`src/rtl/mem_port_arbiter.sv`:
```
// rtl/mem_port_arbiter.sv - shares one OBI memory port between instruction fetch and data
module mem_port_arbiter #(
    parameter int MAX_OUTSTANDING = 2,
    parameter int STARVE_LIMIT    = 4
) (
    input  logic        clk_i,
    input  logic        rst_i,

    input  logic        instr_req_i,
    input  logic [31:0] instr_addr_i,
    output logic        instr_gnt_o,
    output logic        instr_rvalid_o,
    output logic [31:0] instr_rdata_o,
    output logic [6:0]  instr_rdata_intg_o,
    output logic        instr_err_o,

    input  logic        data_req_i,
    input  logic        data_we_i,
    input  logic [3:0]  data_be_i,
    input  logic [31:0] data_addr_i,
    input  logic [31:0] data_wdata_i,
    input  logic [6:0]  data_wdata_intg_i,
    output logic        data_gnt_o,
    output logic        data_rvalid_o,
    output logic [31:0] data_rdata_o,
    output logic [6:0]  data_rdata_intg_o,
    output logic        data_err_o,

    output logic        mem_req_o,
    output logic        mem_we_o,
    output logic [3:0]  mem_be_o,
    output logic [31:0] mem_addr_o,
    output logic [31:0] mem_wdata_o,
    output logic [6:0]  mem_wdata_intg_o,
    input  logic        mem_gnt_i,
    input  logic        mem_rvalid_i,
    input  logic [31:0] mem_rdata_i,
    input  logic [6:0]  mem_rdata_intg_i,
    input  logic        mem_err_i,

    output logic [2:0]  outstanding_o,
    output logic        protocol_err_o
);

    localparam int PW = (MAX_OUTSTANDING > 1) ? $clog2(MAX_OUTSTANDING) : 1;
    localparam int SW = $clog2(STARVE_LIMIT + 1);
    localparam logic [2:0]    MAX_CNT    = 3'(MAX_OUTSTANDING);
    localparam logic [SW-1:0] STARVE_MAX = SW'(STARVE_LIMIT);
    localparam logic [PW-1:0] PTR_LAST   = PW'(MAX_OUTSTANDING - 1);

    typedef enum logic {
        ST_IDLE,
        ST_HOLD
    } state_e;

    state_e state_q;

    logic        held_sel_data_q;
    logic        held_we_q;
    logic [3:0]  held_be_q;
    logic [31:0] held_addr_q;
    logic [31:0] held_wdata_q;
    logic [6:0]  held_wdata_intg_q;

    logic [SW-1:0]              starve_q;
    logic [MAX_OUTSTANDING-1:0] src_fifo_q;
    logic [PW-1:0]              wr_ptr_q;
    logic [PW-1:0]              rd_ptr_q;
    logic [2:0]                 count_q;
    logic                       protocol_err_q;

    logic idle_sel_data;
    logic sel_data;
    logic any_req;
    logic slot_ok;
    logic grant;
    logic resp_valid;
    logic head_is_data;

    function automatic logic [PW-1:0] ptr_next(input logic [PW-1:0] ptr);
        return (ptr == PTR_LAST) ? '0 : ptr + 1'b1;
    endfunction

    // Data normally wins; a fetch that has watched STARVE_LIMIT data grants goes first.
    always_comb begin
        idle_sel_data = 1'b0;
        if (data_req_i && instr_req_i) begin
            idle_sel_data = (starve_q != STARVE_MAX);
        end else if (data_req_i) begin
            idle_sel_data = 1'b1;
        end
    end

    assign sel_data = (state_q == ST_HOLD) ? held_sel_data_q : idle_sel_data;
    assign any_req  = (state_q == ST_HOLD) || instr_req_i || data_req_i;

    // A response arriving this cycle frees a slot for a new grant.
    assign slot_ok   = (count_q < MAX_CNT) || mem_rvalid_i;
    assign mem_req_o = !rst_i && any_req && slot_ok;
    assign grant     = mem_req_o && mem_gnt_i;

    always_comb begin
        mem_we_o         = 1'b0;
        mem_be_o         = 4'hF;
        mem_addr_o       = instr_addr_i;
        mem_wdata_o      = 32'h0;
        mem_wdata_intg_o = 7'h0;
        if (state_q == ST_HOLD) begin
            mem_we_o         = held_we_q;
            mem_be_o         = held_be_q;
            mem_addr_o       = held_addr_q;
            mem_wdata_o      = held_wdata_q;
            mem_wdata_intg_o = held_wdata_intg_q;
        end else if (idle_sel_data) begin
            mem_we_o         = data_we_i;
            mem_be_o         = data_be_i;
            mem_addr_o       = data_addr_i;
            mem_wdata_o      = data_wdata_i;
            mem_wdata_intg_o = data_wdata_intg_i;
        end
    end

    assign instr_gnt_o = grant && !sel_data;
    assign data_gnt_o  = grant && sel_data;

    // Responses with nothing outstanding are dropped here and flagged below.
    assign resp_valid   = !rst_i && mem_rvalid_i && (count_q != 3'd0);
    assign head_is_data = src_fifo_q[rd_ptr_q];

    assign instr_rvalid_o = resp_valid && !head_is_data;
    assign data_rvalid_o  = resp_valid && head_is_data;

    assign instr_rdata_o      = mem_rdata_i;
    assign instr_rdata_intg_o = mem_rdata_intg_i;
    assign instr_err_o        = mem_err_i;
    assign data_rdata_o       = mem_rdata_i;
    assign data_rdata_intg_o  = mem_rdata_intg_i;
    assign data_err_o         = mem_err_i;

    assign outstanding_o  = rst_i ? 3'd0 : count_q;
    assign protocol_err_o = protocol_err_q && !rst_i;

    always_ff @(posedge clk_i) begin
        if (rst_i) begin
            state_q           <= ST_IDLE;
            held_sel_data_q   <= 1'b0;
            held_we_q         <= 1'b0;
            held_be_q         <= 4'h0;
            held_addr_q       <= 32'h0;
            held_wdata_q      <= 32'h0;
            held_wdata_intg_q <= 7'h0;
        end else begin
            case (state_q)
                ST_IDLE: begin
                    if (mem_req_o && !mem_gnt_i) begin
                        state_q           <= ST_HOLD;
                        held_sel_data_q   <= idle_sel_data;
                        held_we_q         <= mem_we_o;
                        held_be_q         <= mem_be_o;
                        held_addr_q       <= mem_addr_o;
                        held_wdata_q      <= mem_wdata_o;
                        held_wdata_intg_q <= mem_wdata_intg_o;
                    end
                end
                ST_HOLD: begin
                    if (grant) begin
                        state_q <= ST_IDLE;
                    end
                end
                default: state_q <= ST_IDLE;
            endcase
        end
    end

    always_ff @(posedge clk_i) begin
        if (rst_i) begin
            starve_q <= '0;
        end else if (!instr_req_i || instr_gnt_o) begin
            starve_q <= '0;
        end else if (data_gnt_o && (starve_q != STARVE_MAX)) begin
            starve_q <= starve_q + 1'b1;
        end
    end

    always_ff @(posedge clk_i) begin
        if (rst_i) begin
            src_fifo_q     <= '0;
            wr_ptr_q       <= '0;
            rd_ptr_q       <= '0;
            count_q        <= 3'd0;
            protocol_err_q <= 1'b0;
        end else begin
            if (grant) begin
                src_fifo_q[wr_ptr_q] <= sel_data;
                wr_ptr_q             <= ptr_next(wr_ptr_q);
            end
            if (resp_valid) begin
                rd_ptr_q <= ptr_next(rd_ptr_q);
            end
            case ({grant, resp_valid})
                2'b10:   count_q <= count_q + 3'd1;
                2'b01:   count_q <= count_q - 3'd1;
                default: count_q <= count_q;
            endcase
            if (mem_rvalid_i && (count_q == 3'd0)) begin
                protocol_err_q <= 1'b1;
            end
        end
    end

endmodule

```
`config.mk`:
```
export PLATFORM = sky130hd
export DESIGN_NAME = mem_port_arbiter
export DESIGN_NICKNAME = d
export VERILOG_FILES = /design/src/rtl/mem_port_arbiter.sv
export SDC_FILE = /design/constraint.sdc
export NUM_CORES = 1
export LEC_CHECK = 0
export CORE_ASPECT_RATIO = 0.75
export CORE_MARGIN = 10
export CORE_UTILIZATION = 42
export DETAILED_ROUTE_END_ITERATION = 7
export PLACE_DENSITY = 0.93
export SLEW_MARGIN = 20
export SYNTH_ARGS = -nofsm -noshare
export SYNTH_HDL_FRONTEND = slang
export SYNTH_SLANG_ARGS = --single-unit
export TNS_END_PERCENT = 50
```
`constraint.sdc`:
```
create_clock -name clk_i -period 3.9 [get_ports clk_i]
set_input_delay 0.39 -clock clk_i [delete_from_list [all_inputs] [get_ports clk_i]]
set_output_delay 0.39 -clock clk_i [all_outputs]
set_load 0.005 [all_outputs]
```
==> flow_metrics.env, run 1 <==
export IMPL_outcome="finished clean"
export IMPL_drtPass1Iterations=5
export IMPL_synthDistinctLibCells=35
export IMPL_syn_nets=851
export IMPL_avgViaCountPerCell=5.07
export IMPL_timing_hold_worst_endpoint="rd_ptr_q"
export IMPL_detailedRoute_firstIterationViolations=192
export IMPL_final_max_slew_violation_count=0
export IMPL_finalClockSkew_ns=0.00915
export IMPL_number_of_top_level_pins=319
export IMPL_grt_use_met2_pct=27.0
export IMPL_grt_pass1_vias=4677
export IMPL_cts_clk_slew_worst_paths_ns=0.07
export IMPL_setup_slack_ns=0.692
export IMPL_syn_area_per_cell_um2=7.93
export IMPL_row_count=36
export IMPL_placement_io_buffers=198
export IMPL_share_of_the_cycle_needed_by_the_critical_path_after_routing_pct=82.3
export IMPL_postSynth_asyncResetShare_pct=0
export IMPL_placedInstanceArea_um2=6900
export IMPL_floorplan_die_width_um=152
export IMPL_leak_pwr_nw=2.59
export IMPL_filler_cell_count=1140
export IMPL_tightestPinTransition_ns=0.858
export IMPL_setup_reg_to_reg_worst_slack_ns=1.22
export IMPL_number_of_enable_type_register_cells_in_the_synthesized_netlist=0
export IMPL_drive_gt1_share_pct=11.9
export IMPL_worst_hold_margin_ns=0.391
export IMPL_globalRouteMet1Util_pct=19.5
export IMPL_clock_path_buffers=2
export IMPL_gate_count_post_synth=693
export IMPL_crit_path_max_incr_delay_ns=0.48
export IMPL_cts_resized=0
export IMPL_floorplan_core_area_um2=12900
export IMPL_antenna_cells=0
export IMPL_critical_path_slowest_cell="sky130_fd_sc_hd__and2_4"
export IMPL_cts_root_buf="sky130_fd_sc_hd__clkbuf_16"
export IMPL_clock_latency_ns=0.34
export IMPL_synth_warnings=0
export IMPL_netlist_area_um2=5500
export IMPL_grtUsageTotal_pct=16.6
export IMPL_finalSetupTns_ns=0
export IMPL_netlist_top_cell_by_area="sky130_fd_sc_hd__dfxtp_1"
export IMPL_fin_nets=934
export IMPL_die_area_um2=18100
export IMPL_final_hold_viol_count=0
export IMPL_power_per_cell_area_nw_per_um2=356
export IMPL_grt_busiest_layer="met2"
export IMPL_htree_num_levels=3
export IMPL_yosys_register_bits=89
export IMPL_reg2reg_to="count_q[2]"
export IMPL_cp_arrival_ns=2.82
export IMPL_globalplace_congestion=0.806
export IMPL_post_drt_wl_per_cell_um=16.6
export IMPL_dr_total_vias=4827
export IMPL_grt_first_pass_wirelength_mm=25.2
export IMPL_path_max_fanout=33
export IMPL_dp_final_hpwl_mm=11.6
export IMPL_grt_antenna_before_repair=0
export IMPL_maxClockFrequency_ghz=0.312
export IMPL_final_core_utilization_pct=56.4
export IMPL_tritoncts="built"
export IMPL_syn2layout_area_growth_pct=32.1
export IMPL_min_period_ns=3.21
export IMPL_cp_cell_sequence="inv_1 > ha_1 > nand3_1 > and2_4 > mux2_2 > mux2_2 > clkdlybuf4s50_1"
export IMPL_ys_top_cells_by_area="sky130_fd_sc_hd__dfxtp_1 (32%), sky130_fd_sc_hd__mux2_2 (13%), sky130_fd_sc_hd__buf_4 (11%)"
export IMPL_number_of_setup_violations_in_the_final_report=0
export IMPL_cts_buffers_inserted=9
export IMPL_worst_hold_path_num_cells=2
export IMPL_die_height_um=119
export IMPL_aggregate_global_routing_overflow=0
export IMPL_cts_post_setup_buffers_inserted=0
export IMPL_timing_hold_worst_class="primary input to flip-flop"
export IMPL_fin_total_pwr_mw=2.58
export IMPL_synthFlopType="sky130_fd_sc_hd__dfxtp_1"
export IMPL_grt_setup_unrepaired="no"
export IMPL_yosysTopAreaCellShare_pct=32.4
export IMPL_irDropWorstVdd_mv=0.228
export IMPL_maxCapViolations=0
export IMPL_critical_path_startpoint_type="flip-flop"
export IMPL_place_ws_ns=0.798
export IMPL_worstRegToRegCells=9
export IMPL_sequential_fraction_of_the_synthesis_area_pct=32.4
export IMPL_layoutNonFillerInstCount=952
export IMPL_final_design_area_no_fill_um2=7260
export IMPL_cp_end_kind="output port"
export IMPL_grt_met3_usage_pct=7.48
export IMPL_largest_net_degree_at_the_start_of_global_routing=110
export IMPL_slew_limit_headroom_pct=42.8
export IMPL_placed_cells_incl_taps=935
export IMPL_start_util_pct=42.7
export IMPL_worst_ep_required_time_ns=3.51
export IMPL_count_of_antenna_violating_nets_left_after_detailed_routing=0
export IMPL_clock_sink_count=89
export IMPL_timing_worst_setup_path_type="flip-flop to output port"
export IMPL_drt_wl_total_mm=15.8
export IMPL_drc=0
export IMPL_hold_path_startpoint="rst_i"
export IMPL_worst_path_most_repeated_cell="sky130_fd_sc_hd__mux2_2"
export IMPL_cts_hold_buffers_added=0
cell usage in the layout (no fill, tap or decap), drive strengths merged, types with 3 or more instances in the layout:
master / n
clkdlybuf4s50: 197
nand2: 99
dfxtp: 89
a21oi: 85
mux2: 64
inv: 43
nand3: 41
o21a: 32
o21ai: 31
nor2: 16
a22o: 13
nor3: 12
clkbuf: 11
buf: 7
a211oi: 5
and2: 4
nor2b: 3
ha: 3
bufinv: 3
Yosys cell counts, types with 13 or more instances:
library cell               instances
sky130_fd_sc_hd__a21oi_1          85
sky130_fd_sc_hd__a22o_1           13
sky130_fd_sc_hd__buf_4            80
sky130_fd_sc_hd__clkbuf_1         31
sky130_fd_sc_hd__dfxtp_1          89
sky130_fd_sc_hd__inv_1            43
sky130_fd_sc_hd__mux2_2           64
sky130_fd_sc_hd__nand2_1          99
sky130_fd_sc_hd__nand3_1          41
sky130_fd_sc_hd__nor2_1           16
sky130_fd_sc_hd__o21a_1           32
sky130_fd_sc_hd__o21ai_0          31
how the worst max path moves through the flow:
stage                          endpoint  slack (ns)         from
CTS                      mem_addr_o[12]        0.68  starve_q[0]
global route        mem_wdata_intg_o[1]        0.51  starve_q[0]
detailed placement       mem_addr_o[12]        0.80  instr_req_i
floorplan                mem_addr_o[13]        1.51  starve_q[0]
global placement         mem_addr_o[12]        0.84  instr_req_i
finish                   mem_addr_o[12]        0.69  starve_q[0]
worst max-delay path, delay by kind of cell, from the launching register on:
kind,cells,cell delay (ns)
DFF,1,0.38
buffers and inverters,2,0.51
muxes,2,0.72
adders and majority gates,1,0.23
and+or+nand+nor,2,0.59
final cells by class:
cell class                 count  area (um2)  area share, %
timing repair buffer         204        2060           28.4
inverter                      43         161           2.22
tap                          171         214           2.95
sequential                    89        1790           24.6
multi-input combinational    429        2700           37.1
clock inverter                 5         104           1.43
clock buffer                  11         243           3.34
power by group:
part / leakage, nW / switching (mW) / internal, mW
registers: 0.726 / 0.0334 / 0.955
clock network: 0.170 / 0.360 / 0.644
logic: 1.69 / 0.238 / 0.353
cell families after synthesis:
group           share of synthesized area [%]
buf+inv                                  18.7
simple gates                             15.4
mux                                      13.3
compound gates                           18.5
fa+ha+maj                                1.05
xor+xnor                                0.637
flops                                    32.4
state kept, by name, indices dropped and copies added (netlist names), named ones only:
signal	flops
held_addr_q	32
protocol_err_q	1
held_wdata_q	32
src_fifo_q	2
held_be_q	4
held_wdata_intg_q	7
starve_q	3
held_we_q	1
count_q	3
held_sel_data_q	1
rd_ptr_q	1
wr_ptr_q	1
layer usage:
layer  up-vias  part of all wire (%)
met1      2195                    43
met4         0                   1.4
li1       2415                     -
met5         -                     0
met2       191                    46
met3        26                   8.9
Power figures use the tool's default switching activity.
==> inputs of run 2 (changes only) <==
- CORE_UTILIZATION: 42 -> 39
- PLACE_DENSITY: 0.93 -> 0.87
- clock period: 3.9 -> 3.2 ns (I/O delays scaled with it)
==> flow_metrics.env, run 2 (synthesized netlist as in run 1, its figures left out) <==
export IMPL_drt_wl_total_mm=16.3
export IMPL_share_of_the_cycle_needed_by_the_critical_path_after_routing_pct=95.6
export IMPL_cp_end_kind="output port"
export IMPL_dr_total_vias=4870
export IMPL_largest_net_degree_at_the_start_of_global_routing=75
export IMPL_outcome="finished clean"
export IMPL_detailedRoute_firstIterationViolations=256
export IMPL_worst_hold_path_num_cells=2
export IMPL_floorplan_core_area_um2=13700
export IMPL_cts_hold_buffers_added=0
export IMPL_reg2reg_to="count_q[2]"
export IMPL_cp_arrival_ns=2.74
export IMPL_tritoncts="built"
export IMPL_drive_gt1_share_pct=12.9
export IMPL_biggestRegsByFlops="held_addr_q (32), held_wdata_q (32), held_wdata_intg_q (7)"
export IMPL_hold_path_startpoint="held_wdata_q[1]"
export IMPL_placed_cells_incl_taps=949
export IMPL_start_util_pct=40.0
export IMPL_finalSetupTns_ns=0
export IMPL_setup_reg_to_reg_worst_slack_ns=0.87
export IMPL_placement_io_buffers=198
export IMPL_floorplan_die_width_um=157
export IMPL_cts_clk_slew_worst_paths_ns=0.07
export IMPL_critical_path_startpoint_type="flip-flop"
export IMPL_die_area_um2=19300
export IMPL_drc=0
export IMPL_row_count=37
export IMPL_worst_ep_required_time_ns=2.88
export IMPL_slew_limit_headroom_pct=52.3
export IMPL_timing_hold_worst_class="flip-flop to flip-flop"
export IMPL_clock_path_buffers=2
export IMPL_startpoint_of_the_worst_slack_reg_to_reg_timing_path="count_q[2]"
export IMPL_maxCapViolations=0
export IMPL_power_per_cell_area_nw_per_um2=415
export IMPL_clock_latency_ns=0.34
export IMPL_most_used_cells_in_the_layout_excluding_fill_and_tap_cells="sky130_fd_sc_hd__clkdlybuf4s50_1 (197), sky130_fd_sc_hd__nand2_1 (99), sky130_fd_sc_hd__dfxtp_1 (88)"
export IMPL_number_of_top_level_pins=319
export IMPL_min_period_ns=3.06
export IMPL_cts_post_setup_buffers_inserted=0
export IMPL_antenna_cells=0
export IMPL_dp_final_hpwl_mm=12.2
export IMPL_cts_root_buf="sky130_fd_sc_hd__clkbuf_16"
export IMPL_clock_sink_count=89
export IMPL_die_height_um=123
export IMPL_timing_worst_setup_path_type="flip-flop to output port"
export IMPL_grt_antenna_before_repair=0
export IMPL_grtUsageTotal_pct=15.9
export IMPL_globalplace_congestion=0.833
export IMPL_final_hold_viol_count=0
export IMPL_drtPass1Iterations=4
export IMPL_aggregate_global_routing_overflow=0
export IMPL_number_of_setup_violations_in_the_final_report=0
export IMPL_final_max_slew_violation_count=0
export IMPL_fin_nets=943
export IMPL_grt_first_pass_wirelength_mm=24.9
export IMPL_timing_hold_worst_endpoint="held_wdata_q[1]"
export IMPL_htree_num_levels=3
export IMPL_post_drt_wl_per_cell_um=16.9
export IMPL_final_common_cell="sky130_fd_sc_hd__clkdlybuf4s50_1"
export IMPL_irDropWorstVdd_mv=0.218
export IMPL_grt_setup_unrepaired="no"
export IMPL_cts_buffers_inserted=9
export IMPL_layoutNonFillerInstCount=965
export IMPL_avgViaCountPerCell=5.05
export IMPL_count_of_antenna_violating_nets_left_after_detailed_routing=0
export IMPL_leak_pwr_nw=2.60
export IMPL_grt_use_met2_pct=25.8
export IMPL_syn2layout_area_growth_pct=32.5
export IMPL_path_max_fanout=41
export IMPL_grt_met3_usage_pct=8.91
export IMPL_maxClockFrequency_ghz=0.327
export IMPL_finalClockSkew_ns=0.0124
export IMPL_globalRouteMet1Util_pct=18.1
export IMPL_worstRegToRegCells=9
export IMPL_grt_busiest_layer="met2"
export IMPL_tightestPinTransition_ns=0.712
export IMPL_grt_pass1_vias=4689
## run 2: cell count changes in the layout (fill, tap and decap cells not counted), sizes merged
| cell | previous run | this run |
|---|---|---|
| buf | 7 | 16 |
| bufinv | 3 | 1 |
| clkinv | 2 | 0 |
| clkinvlp | 0 | 2 |
| inv | 43 | 45 |
## run 2: area by class of cell
cell class                      instances  area [um2]
Multi-Input combinational cell        429        2700
Sequential cell                        89        1790
Clock inverter                          5        62.6
Timing Repair Buffer                  213        2120
Tap cell                              175         219
Inverter                               43         161
Clock buffer                           11         243
Fill cell                            1266        6460
## run 2: timing repair
action | CTS | global route
hold endpoints to repair | 0 | 0
gates resized for setup | 0 | 1
setup endpoints to repair | 0 | 1
## run 2: worst max-delay path by stage
stage	slack (ns)	from	end	cells past startpoint
2_1_floorplan	0.88	starve_q[0]	mem_addr_o[13]	8
3_3_place_gp	0.41	instr_req_i	mem_addr_o[25]	7
3_5_place_dp	0.32	instr_req_i	mem_addr_o[13]	7
4_1_cts	0.11	starve_q[0]	mem_addr_o[13]	8
5_1_grt	0.02	starve_q[0]	mem_addr_o[13]	8
6_report	0.14	starve_q[0]	mem_addr_o[25]	8
## run 2: stage by stage
step / util, % / power (mW) / hold WS, ns / instance area (um2) / worst slack [ns]
5_1_grt: 53.0 / 3.17 / 0.467 / 7290 / 0.0212
3_5_place_dp: 50.8 / 1.96 / 0.447 / 6980 / 0.316
2_1_floorplan: - / 1.64 / 0.429 / 5500 / 0.876
4_1_cts: 53.0 / 3.07 / 0.456 / 7280 / 0.112
3_3_place_gp: 50.8 / 1.94 / 0.442 / 6980 / 0.408
6_report: 53.0 / 3.02 / 0.454 / 7290 / 0.142
## run 2: power breakdown
group,leakage [nW],internal [mW],total [mW],switching (mW)
sequential,0.726,1.16,1.19,0.0301
clock,0.143,0.633,1.09,0.456
combinational,1.73,0.436,0.740,0.303
## run 2: per-layer routing
layer,part of all wire [%],vias up
li1,-,2435
met4,1.1,0
met5,0,-
met3,12,16
met2,46,219
met1,41,2200
## run 2: worst max-delay path, cell delays in order, from the launching register on
cell	delay, ns
sky130_fd_sc_hd__dfxtp_1	0.39
sky130_fd_sc_hd__inv_1	0.06
sky130_fd_sc_hd__ha_1	0.26
sky130_fd_sc_hd__nand3_1	0.14
sky130_fd_sc_hd__and2_4	0.16
sky130_fd_sc_hd__buf_12	0.22
sky130_fd_sc_hd__mux2_2	0.41
sky130_fd_sc_hd__mux2_2	0.27
sky130_fd_sc_hd__clkdlybuf4s50_1	0.45
==> inputs of run 3 (changes only) <==
- CORE_UTILIZATION: 39 -> 55
- DONT_BUFFER_PORTS: unset -> 1
- PLACE_DENSITY: 0.87 -> 0.75
==> flow_metrics.env, run 3 (synthesized netlist as in run 1, its figures left out) <==
export IMPL_fin_nets=737
export IMPL_share_of_the_cycle_needed_by_the_critical_path_after_routing_pct=90.0
export IMPL_syn2layout_area_growth_pct=-6.78
export IMPL_avgViaCountPerCell=5.81
export IMPL_grt_first_pass_wirelength_mm=21.8
export IMPL_tightestPinTransition_ns=0.840
export IMPL_cts_root_buf="sky130_fd_sc_hd__clkbuf_16"
export IMPL_largest_net_degree_at_the_start_of_global_routing=97
export IMPL_worst_ep_required_time_ns=2.88
export IMPL_worst_hold_margin_ns=0.0703
export IMPL_m1_wl_mm=5.20
export IMPL_aggregate_global_routing_overflow=0
export IMPL_setup_reg_to_reg_worst_slack_ns=0.54
export IMPL_drive_gt1_share_pct=15.2
export IMPL_dp_final_hpwl_mm=10.8
export IMPL_cp_end_kind="output port"
export IMPL_hold_path_startpoint="rst_i"
export IMPL_filler_cell_count=897
export IMPL_worst_hold_path_num_cells=1
export IMPL_grt_antenna_before_repair=0
export IMPL_die_area_um2=14400
export IMPL_number_of_top_level_pins=319
export IMPL_cts_clk_slew_worst_paths_ns=0.06
export IMPL_finalClockSkew_ns=0.00565
export IMPL_htree_num_levels=3
export IMPL_grtUsageTotal_pct=18.5
export IMPL_cp_arrival_ns=2.56
export IMPL_final_core_utilization_pct=52.9
export IMPL_count_of_antenna_violating_nets_left_after_detailed_routing=0
export IMPL_timing_hold_worst_endpoint="rd_ptr_q"
export IMPL_topRoutingLayerUsed="met4"
export IMPL_number_of_setup_violations_in_the_final_report=0
export IMPL_row_count=31
export IMPL_post_drt_wl_per_cell_um=20.1
export IMPL_slew_limit_headroom_pct=44.0
export IMPL_irDropWorstVdd_mv=0.315
export IMPL_detailedRoute_firstIterationViolations=258
export IMPL_path_max_fanout=79
export IMPL_cts_resized=0
export IMPL_critical_path_startpoint_type="flip-flop"
export IMPL_timing_worst_setup_path_type="flip-flop to output port"
export IMPL_grt_setup_unrepaired="no"
export IMPL_worstRegToRegCells=9
export IMPL_globalplace_congestion=0.816
export IMPL_final_hold_viol_count=0
export IMPL_antenna_cells=0
export IMPL_placed_cells_incl_taps=700
export IMPL_maxClockFrequency_ghz=0.347
export IMPL_outcome="finished clean"
export IMPL_cts_hold_buffers_added=0
export IMPL_clock_latency_ns=0.33
export IMPL_tritoncts="built"
export IMPL_route_met2_wl_mm=7.36
export IMPL_dr_total_vias=4161
export IMPL_floorplan_die_width_um=135
export IMPL_drc=0
export IMPL_leak_pwr_nw=1.78
export IMPL_finalSetupTns_ns=0
export IMPL_fin_total_pwr_mw=2.54
export IMPL_reg2reg_to="count_q[2]"
export IMPL_cts_buffers_inserted=9
export IMPL_min_period_ns=2.88
export IMPL_drtPass1Iterations=5
export IMPL_final_common_cell="sky130_fd_sc_hd__nand2_1"
export IMPL_cts_post_setup_buffers_inserted=0
export IMPL_die_height_um=107
export IMPL_most_used_cells_in_the_layout_excluding_fill_and_tap_cells="sky130_fd_sc_hd__nand2_1 (99), sky130_fd_sc_hd__dfxtp_1 (88), sky130_fd_sc_hd__a21oi_1 (85)"
export IMPL_maxCapViolations=0
export IMPL_final_max_slew_violation_count=0
export IMPL_grt_pass1_vias=3970
export IMPL_layoutNonFillerInstCount=716
export IMPL_drt_wl_total_mm=14.4
export IMPL_dr_wl_met3_mm=1.53
export IMPL_clock_sink_count=89
export IMPL_timing_hold_worst_class="primary input to flip-flop"
export IMPL_biggestRegsByFlops="held_addr_q (32), held_wdata_q (32), held_wdata_intg_q (7)"
export IMPL_start_util_pct=56.7
export IMPL_power_per_cell_area_nw_per_um2=495
export IMPL_clock_path_buffers=2
export IMPL_placement_io_buffers=0
export IMPL_floorplan_core_area_um2=9700
-- run 3: stage by stage --
stage | setup WS, ns | cell area, um2
final | 0.321 | 5120
after global routing | 0.145 | 5120
after CTS | 0.329 | 5120
after detailed placement | 0.590 | 4860
after global placement | 0.712 | 4860
after floorplan | 0.876 | 5500
-- run 3: where the power goes --
part	switching, mW	total, mW	internal (mW)	leakage, nW
clock network	0.401	0.950	0.549	0.131
logic	0.219	0.385	0.166	0.925
registers	0.0397	1.20	1.16	0.726
-- run 3: critical path, cell delays in order (launching register included) --
cell and delay (ns):
sky130_fd_sc_hd__dfxtp_4 0.64, sky130_fd_sc_hd__buf_4 0.65, sky130_fd_sc_hd__nand2b_1 0.26, sky130_fd_sc_hd__nor2_1 0.14
sky130_fd_sc_hd__buf_4 0.23, sky130_fd_sc_hd__a22o_1 0.25
-- run 3: worst max path at each step --
stage	start	end	slack [ns]	cells past startpoint
floorplan	starve_q[0]	mem_addr_o[13]	0.88	8
global placement	flip-flop	count_q[2]	0.71	9
detailed placement	flip-flop	count_q[2]	0.59	9
CTS	flip-flop	mem_wdata_o[2]	0.33	5
global route	flip-flop	instr_gnt_o	0.15	4
finish	flip-flop	mem_wdata_o[2]	0.32	5
-- run 3: per-layer routing --
layer	track usage (%)	vias up
li1	-	2021
met1	19.3	1915
met2	32.3	192
met3	9.28	33
met4	5.14	0
met5	0.694	-
-- run 3: area by class of cell --
| type | count | area [um2] | area share, % |
|---|---|---|---|
| Clock buffer | 14 | 254 | 4.96 |
| Clock inverter | 2 | 13.8 | 0.269 |
| Inverter | 43 | 161 | 3.15 |
| Multi-Input combinational cell | 429 | 2690 | 52.5 |
| Sequential cell | 89 | 1790 | 34.8 |
| Tap cell | 132 | 165 | 3.22 |
| Timing Repair Buffer | 7 | 52.6 | 1.03 |
